[src/rtl/tt_eval_seq_if.sv]
// Handshake and function bus of the programmable truth-table gate.
// The master drives the inputs and the serial table load; the slave is the gate itself.
interface tt_eval_seq_if #(
    parameter int N_IN = 3
);
    logic [N_IN-1:0] in;
    logic            ld_start;
    logic            ld_valid;
    logic            ld_bit;
    logic            ld_ready;
    logic            ld_done;
    logic            out;
    logic            out_valid;
    logic            out_changed;

    modport master (
        output in, ld_start, ld_valid, ld_bit,
        input  ld_ready, ld_done, out, out_valid, out_changed
    );

    modport slave (
        input  in, ld_start, ld_valid, ld_bit,
        output ld_ready, ld_done, out, out_valid, out_changed
    );
endinterface

[src/rtl/tt_eval_seq.sv]
// Runtime-programmable N_IN-input truth-table gate with a glitch-rejecting settle filter
// and an atomically committed serial table load.
module tt_eval_seq #(
    parameter int                     N_IN       = 3,
    parameter int                     SETTLE     = 4,
    parameter logic [(1<<N_IN)-1:0]   DEFAULT_TT = 8'h3B
) (
    input  logic            clk,
    input  logic            rst_n,
    tt_eval_seq_if.slave    bus
);
    localparam int TT_W = 1 << N_IN;
    localparam int SC_W = $clog2(SETTLE + 1);

    typedef enum logic {
        IDLE,
        LOAD
    } state_t;

    state_t            state_q;
    logic [TT_W-1:0]   tt_active_q;
    logic [TT_W-1:0]   shadow_q;
    logic [N_IN-1:0]   bit_cnt_q;
    logic              ld_ready_q;
    logic              ld_done_q;

    logic [N_IN-1:0]   in_q;
    logic [SC_W-1:0]   stab_cnt_q;
    logic              out_q;
    logic              out_valid_q;
    logic              out_changed_q;

    logic              accept_d;
    logic              commit_d;
    logic              func_d;
    logic [TT_W-1:0]   tt_new_d;

    // A restart pulse takes priority over a bit offered in the same cycle.
    assign accept_d = (state_q == LOAD) && ld_ready_q && bus.ld_valid && !bus.ld_start;
    assign commit_d = accept_d && (bit_cnt_q == N_IN'(TT_W - 1));
    assign tt_new_d = {shadow_q[TT_W-2:0], bus.ld_bit};

    // Table MSB belongs to the all-zero input, so the bit index is the bitwise inverse of in_q.
    assign func_d = tt_active_q[~in_q];

    always_ff @(posedge clk or negedge rst_n) begin
        if (!rst_n) begin
            state_q     <= IDLE;
            bit_cnt_q   <= '0;
            shadow_q    <= '0;
            tt_active_q <= DEFAULT_TT;
            ld_ready_q  <= 1'b0;
            ld_done_q   <= 1'b0;
        end else begin
            ld_done_q <= 1'b0;
            case (state_q)
                IDLE: begin
                    if (bus.ld_start) begin
                        state_q    <= LOAD;
                        bit_cnt_q  <= '0;
                        ld_ready_q <= 1'b1;
                    end
                end
                LOAD: begin
                    if (bus.ld_start) begin
                        bit_cnt_q <= '0;
                    end else if (accept_d) begin
                        shadow_q  <= tt_new_d;
                        bit_cnt_q <= bit_cnt_q + 1'b1;
                        if (commit_d) begin
                            tt_active_q <= tt_new_d;
                            state_q     <= IDLE;
                            ld_ready_q  <= 1'b0;
                            ld_done_q   <= 1'b1;
                        end
                    end
                end
                default: begin
                    state_q    <= IDLE;
                    ld_ready_q <= 1'b0;
                end
            endcase
        end
    end

    // A commit restarts the settle count so the new table is only seen on a settled output.
    always_ff @(posedge clk or negedge rst_n) begin
        if (!rst_n) begin
            in_q          <= '0;
            stab_cnt_q    <= '0;
            out_q         <= 1'b0;
            out_valid_q   <= 1'b0;
            out_changed_q <= 1'b0;
        end else begin
            out_changed_q <= 1'b0;
            if (bus.in != in_q) begin
                in_q        <= bus.in;
                stab_cnt_q  <= '0;
                out_valid_q <= 1'b0;
            end else if (stab_cnt_q < SC_W'(SETTLE)) begin
                stab_cnt_q <= stab_cnt_q + 1'b1;
                if ((stab_cnt_q == SC_W'(SETTLE - 1)) && !commit_d) begin
                    out_q         <= func_d;
                    out_valid_q   <= 1'b1;
                    out_changed_q <= (func_d != out_q);
                end
            end
            if (commit_d) begin
                stab_cnt_q  <= '0;
                out_valid_q <= 1'b0;
            end
        end
    end

    assign bus.ld_ready    = ld_ready_q;
    assign bus.ld_done     = ld_done_q;
    assign bus.out         = out_q;
    assign bus.out_valid   = out_valid_q;
    assign bus.out_changed = out_changed_q;

endmodule

[src/flat_wrapper.sv]
// flat-port wrapper written by rule: the top's interface ports become plain ports
module tt_eval_seq_flat 
#(
    parameter int                     N_IN       = 3,
    parameter int                     SETTLE     = 4,
    parameter logic [(1<<N_IN)-1:0]   DEFAULT_TT = 8'h3B
)
  (clk, rst_n, bus_in, bus_ld_start, bus_ld_valid, bus_ld_bit, bus_ld_ready, bus_ld_done, bus_out, bus_out_valid, bus_out_changed);
  tt_eval_seq_if #(.N_IN(N_IN)) bus_i ();
  input  logic clk;
  input  logic rst_n;
  input wire logic [$bits(bus_i.in)-1:0] bus_in;
  input wire logic [$bits(bus_i.ld_start)-1:0] bus_ld_start;
  input wire logic [$bits(bus_i.ld_valid)-1:0] bus_ld_valid;
  input wire logic [$bits(bus_i.ld_bit)-1:0] bus_ld_bit;
  output wire logic [$bits(bus_i.ld_ready)-1:0] bus_ld_ready;
  output wire logic [$bits(bus_i.ld_done)-1:0] bus_ld_done;
  output wire logic [$bits(bus_i.out)-1:0] bus_out;
  output wire logic [$bits(bus_i.out_valid)-1:0] bus_out_valid;
  output wire logic [$bits(bus_i.out_changed)-1:0] bus_out_changed;
  assign bus_i.in = bus_in;
  assign bus_i.ld_start = bus_ld_start;
  assign bus_i.ld_valid = bus_ld_valid;
  assign bus_i.ld_bit = bus_ld_bit;
  assign bus_ld_ready = bus_i.ld_ready;
  assign bus_ld_done = bus_i.ld_done;
  assign bus_out = bus_i.out;
  assign bus_out_valid = bus_i.out_valid;
  assign bus_out_changed = bus_i.out_changed;
  tt_eval_seq #(.N_IN(N_IN), .SETTLE(SETTLE), .DEFAULT_TT(DEFAULT_TT)) u_core (.clk(clk), .rst_n(rst_n), .bus(bus_i));
endmodule
[config.mk]
export PLATFORM = sky130hd
export DESIGN_NAME = tt_eval_seq_flat
export DESIGN_NICKNAME = d
export VERILOG_FILES = /design/src/rtl/tt_eval_seq_if.sv /design/src/rtl/tt_eval_seq.sv /design/src/flat_wrapper.sv
export SDC_FILE = /design/constraint.sdc
export NUM_CORES = 1
export LEC_CHECK = 0
export ABC_AREA = 1
export BUFFER_PORTS_ARGS = -buffer_cell sky130_fd_sc_hd__buf_2
export CELL_PAD_IN_SITES_DETAIL_PLACEMENT = 1
export CELL_PAD_IN_SITES_GLOBAL_PLACEMENT = 1
export CORE_MARGIN = 1.5
export CORE_UTILIZATION = 40
export CTS_BUF_LIST = sky130_fd_sc_hd__clkbuf_8 sky130_fd_sc_hd__clkbuf_16
export CTS_CLUSTER_DIAMETER = 60
export DETAILED_ROUTE_END_ITERATION = 6
export GPL_TIMING_DRIVEN = 0
export HOLD_SLACK_MARGIN = 0.05
export PLACE_DENSITY = 0.74
export SLEW_MARGIN = 20
export SYNTH_ARGS = -nofsm -noshare
export SYNTH_HDL_FRONTEND = slang
export SYNTH_SLANG_ARGS = --single-unit
[constraint.sdc]
create_clock -name clk -period 1.5 [get_ports clk]
set_input_delay 0.15 -clock clk [delete_from_list [all_inputs] [get_ports clk]]
set_output_delay 0.15 -clock clk [all_outputs]
set_load 0.02 [all_outputs]
==> impl_metrics.ini <==
[run_status]
run_status = complete, no violations

[floorplanning]
die_area_um2 = 3720
die_w_um = 61.0
core_area_um2 = 3130
io_pins = 13
die_h_um = 61.0
floorplan.initialDensity = 0.430
row_count = 20

[min_path]
hold_class = in -> reg

[yosys]
synth_area_um2 = 1340
synth-seq-cells = 30
ys_async_sr_fraction = 1.00
ys_seq_area_frac = 0.563
syn-num-nets = 156
synth_top_area_cell = dfrtp_1
postSynthCellCount = 144
synth_most_common_cell = nand2_1
avgSynthCellArea_um2 = 9.33
synth_common_cells = nand2_1 (31), dfrtp_1 (25), inv_1 (22)
dominantRegCellSynth = dfrtp_1
synth_edf_count = 0
synth_cell_type_count = 23
yosys_warnings = 0
synth_top_area_frac = 0.466
ys_top_cells_by_area = dfrtp_1 (47%), dfstp_2 (9.8%), nand2_1 (8.7%), inv_1 (6.1%), nand3_1 (4.1%)

[sta]
tightest_slew_ps = 659
holdWs_ps = 83.4
maxSlewViolCount = 0
fmax_ghz = 0.704
setup_violations = 0
period_minus_slack_ps = 1420
tns_ps = 0
finalClockSkew_ps = 6.02
hold_violations = 0
min_period_over_period = 0.946
slew_headroom = 0.560

[cells_and_area]
regArea_um2 = 757
n_antenna_cell = 0
fin_area_um2 = 1560
nFillCells = 384
fin_cells = 210
multi_input_area_um2 = 467
synthToLayoutAreaGrowth_pct = 16.0
fin_nets = 177
drive_gt1_frac = 0.241

[grt]
grt_pass1_vias = 983
grt_max_degree = 31
grt_usage = 0.174
antenna_found_initial = 0
grt_overflow = 0
grt_pass1_wl_mm = 4.50

[worst_setup_path]
path_buf_inv = 1
critPathSlowestCell = dfrtp_1
critical_path.top_delay_family = adder cells
critPathKind = reg -> reg
worstSetupStartpointType = register
worstPathCellList = ha_1 -> ha_1 -> nand2_4 -> nand2_2 -> nor2_2 -> clkinv_2 -> nand2_1 -> o21ai_1
path_common_cell = ha_1
cp.required_ps = 1670
critPathCaptureType = register
cpPeakStageDelay_ps = 400
crit_arrival_ps = 1590
worstPathMaxFanout = 7

[placed_design]
dpl.cell_count = 200
dpl.hpwl_mm = 1.97
port_buffers = 12
gp_congestion = 0.783
placed_area_um2 = 1460

[clock_network]
root_buffer = clkbuf_8
clockBufferDepth = 2
htreeDepth = 2
path_clk_slew_ps = 60
clock-sinks = 30
tritoncts = done
clkLatencyLatePin_ps = 280
cts_buffers = 5

[route]
dr.first_iter.drc_count = 28
final_antenna_net_count = 0
wl_per_cell_um = 12.8
drc = 0
drtPass1Iterations = 4
wl_mm = 2.68
vias_per_cell = 4.69
vias = 985

[pwr]
p_per_area_nw_per_um2 = 956
p_leak_uw = 0.000805
peakVddDrop_mv = 0.504

[job]
drv_cap = 0
cell families after synthesis:
kind of cell	synth area share
XOR/XNOR	0.0261
flip-flops	0.563
AO/OA/AOI/OAI	0.102
AND/OR/NAND/NOR	0.180
buffers and inverters	0.0912
adder cells (fa/ha/maj)	0.0372
path summary, 6_finish.rpt:
kind                       cells past startpoint  slack, ps                  start                    end
setup reg to reg                               8         80    u_core.bit_cnt_q[0]         u_core.bus.out
max in group asynchronous                      2        640                  rst_n     u_core.shadow_q[1]
hold / removal                                 2         80              bus_in[1]         u_core.in_q[1]
min in group asynchronous                      2        440                  rst_n         u_core.in_q[2]
hold reg to reg                                2        480  u_core.tt_active_q[1]  u_core.tt_active_q[1]
setup / recovery                               8         80    u_core.bit_cnt_q[0]         u_core.bus.out
power by group:
part / leakage [uW] / internal (uW) / switching (uW) / total, uW
clock network: 0.0000519 / 308 / 282 / 590
registers: 0.000352 / 818 / 9.45 / 827
logic: 0.000401 / 26.4 / 47.5 / 73.9
per-layer routing:
layer | up-vias | routed length (um) | GRT usage
met1 | 470 | 1240 | 0.207
met2 | 18 | 1260 | 0.275
met3 | 7 | 117 | 0.0576
met4 | 0 | 67 | 0.102
li1 | 490 | - | -
met5 | - | 0 | 0
area by class of cell:
type / instances / area share
sequential: 30 / 0.486
multi-input combinational: 84 / 0.299
inverter: 25 / 0.0610
timing repair buffer: 14 / 0.0498
clock buffer: 5 / 0.0441
tap: 44 / 0.0353
buffer: 5 / 0.0177
clock inverter: 3 / 0.00722
worst register-to-register path, cell delays in order, from the launching register on:
cell	delay, ps
dfrtp_1	400
ha_1	210
ha_1	210
nand2_4	130
nand2_2	60
nor2_2	120
clkinv_2	70
nand2_1	60
o21ai_1	50
repair_timing:
action                     4_1_cts  5_1_grt
resized for setup                0        1
buffers inserted                 0        1
hold endpoints to repair        25        0
setup endpoints to repair        0        1
hold buffers                     1        0
metrics by stage:
stage	total power (uW)	utilization	setup WS, ps
6_report	1490	0.498	80.5
5_1_grt	1550	0.498	-5.52
2_1_floorplan	873	-	169
3_3_place_gp	909	0.466	96.3
4_1_cts	1510	0.495	57.2
3_5_place_dp	914	0.466	76.9
placed cells by master (no fill, tap or decap), types with 3 or more instances in the layout:
cell / netlist / final
nor2_1: 5 / 4
nand3_1: 11 / 11
o21ai_0: 10 / 10
o21ai_2: 6 / 6
xnor2_1: 3 / 3
dfstp_2: 5 / 5
clkbuf_1: 3 / 3
clkbuf_8: 0 / 5
ha_1: 4 / 4
dfrtp_1: 25 / 25
inv_1: 22 / 25
nand2_1: 31 / 31
a21oi_1: 6 / 6
buf_2: 1 / 13
registers in the layout (all words and copies together), names as in the netlist, 3 cells and up:
signal,flops
u_core.bit_cnt_q,3
u_core.in_q,3
u_core.shadow_q,7
u_core.stab_cnt_q,3
u_core.tt_active_q,8
Power figures use the tool's default switching activity.
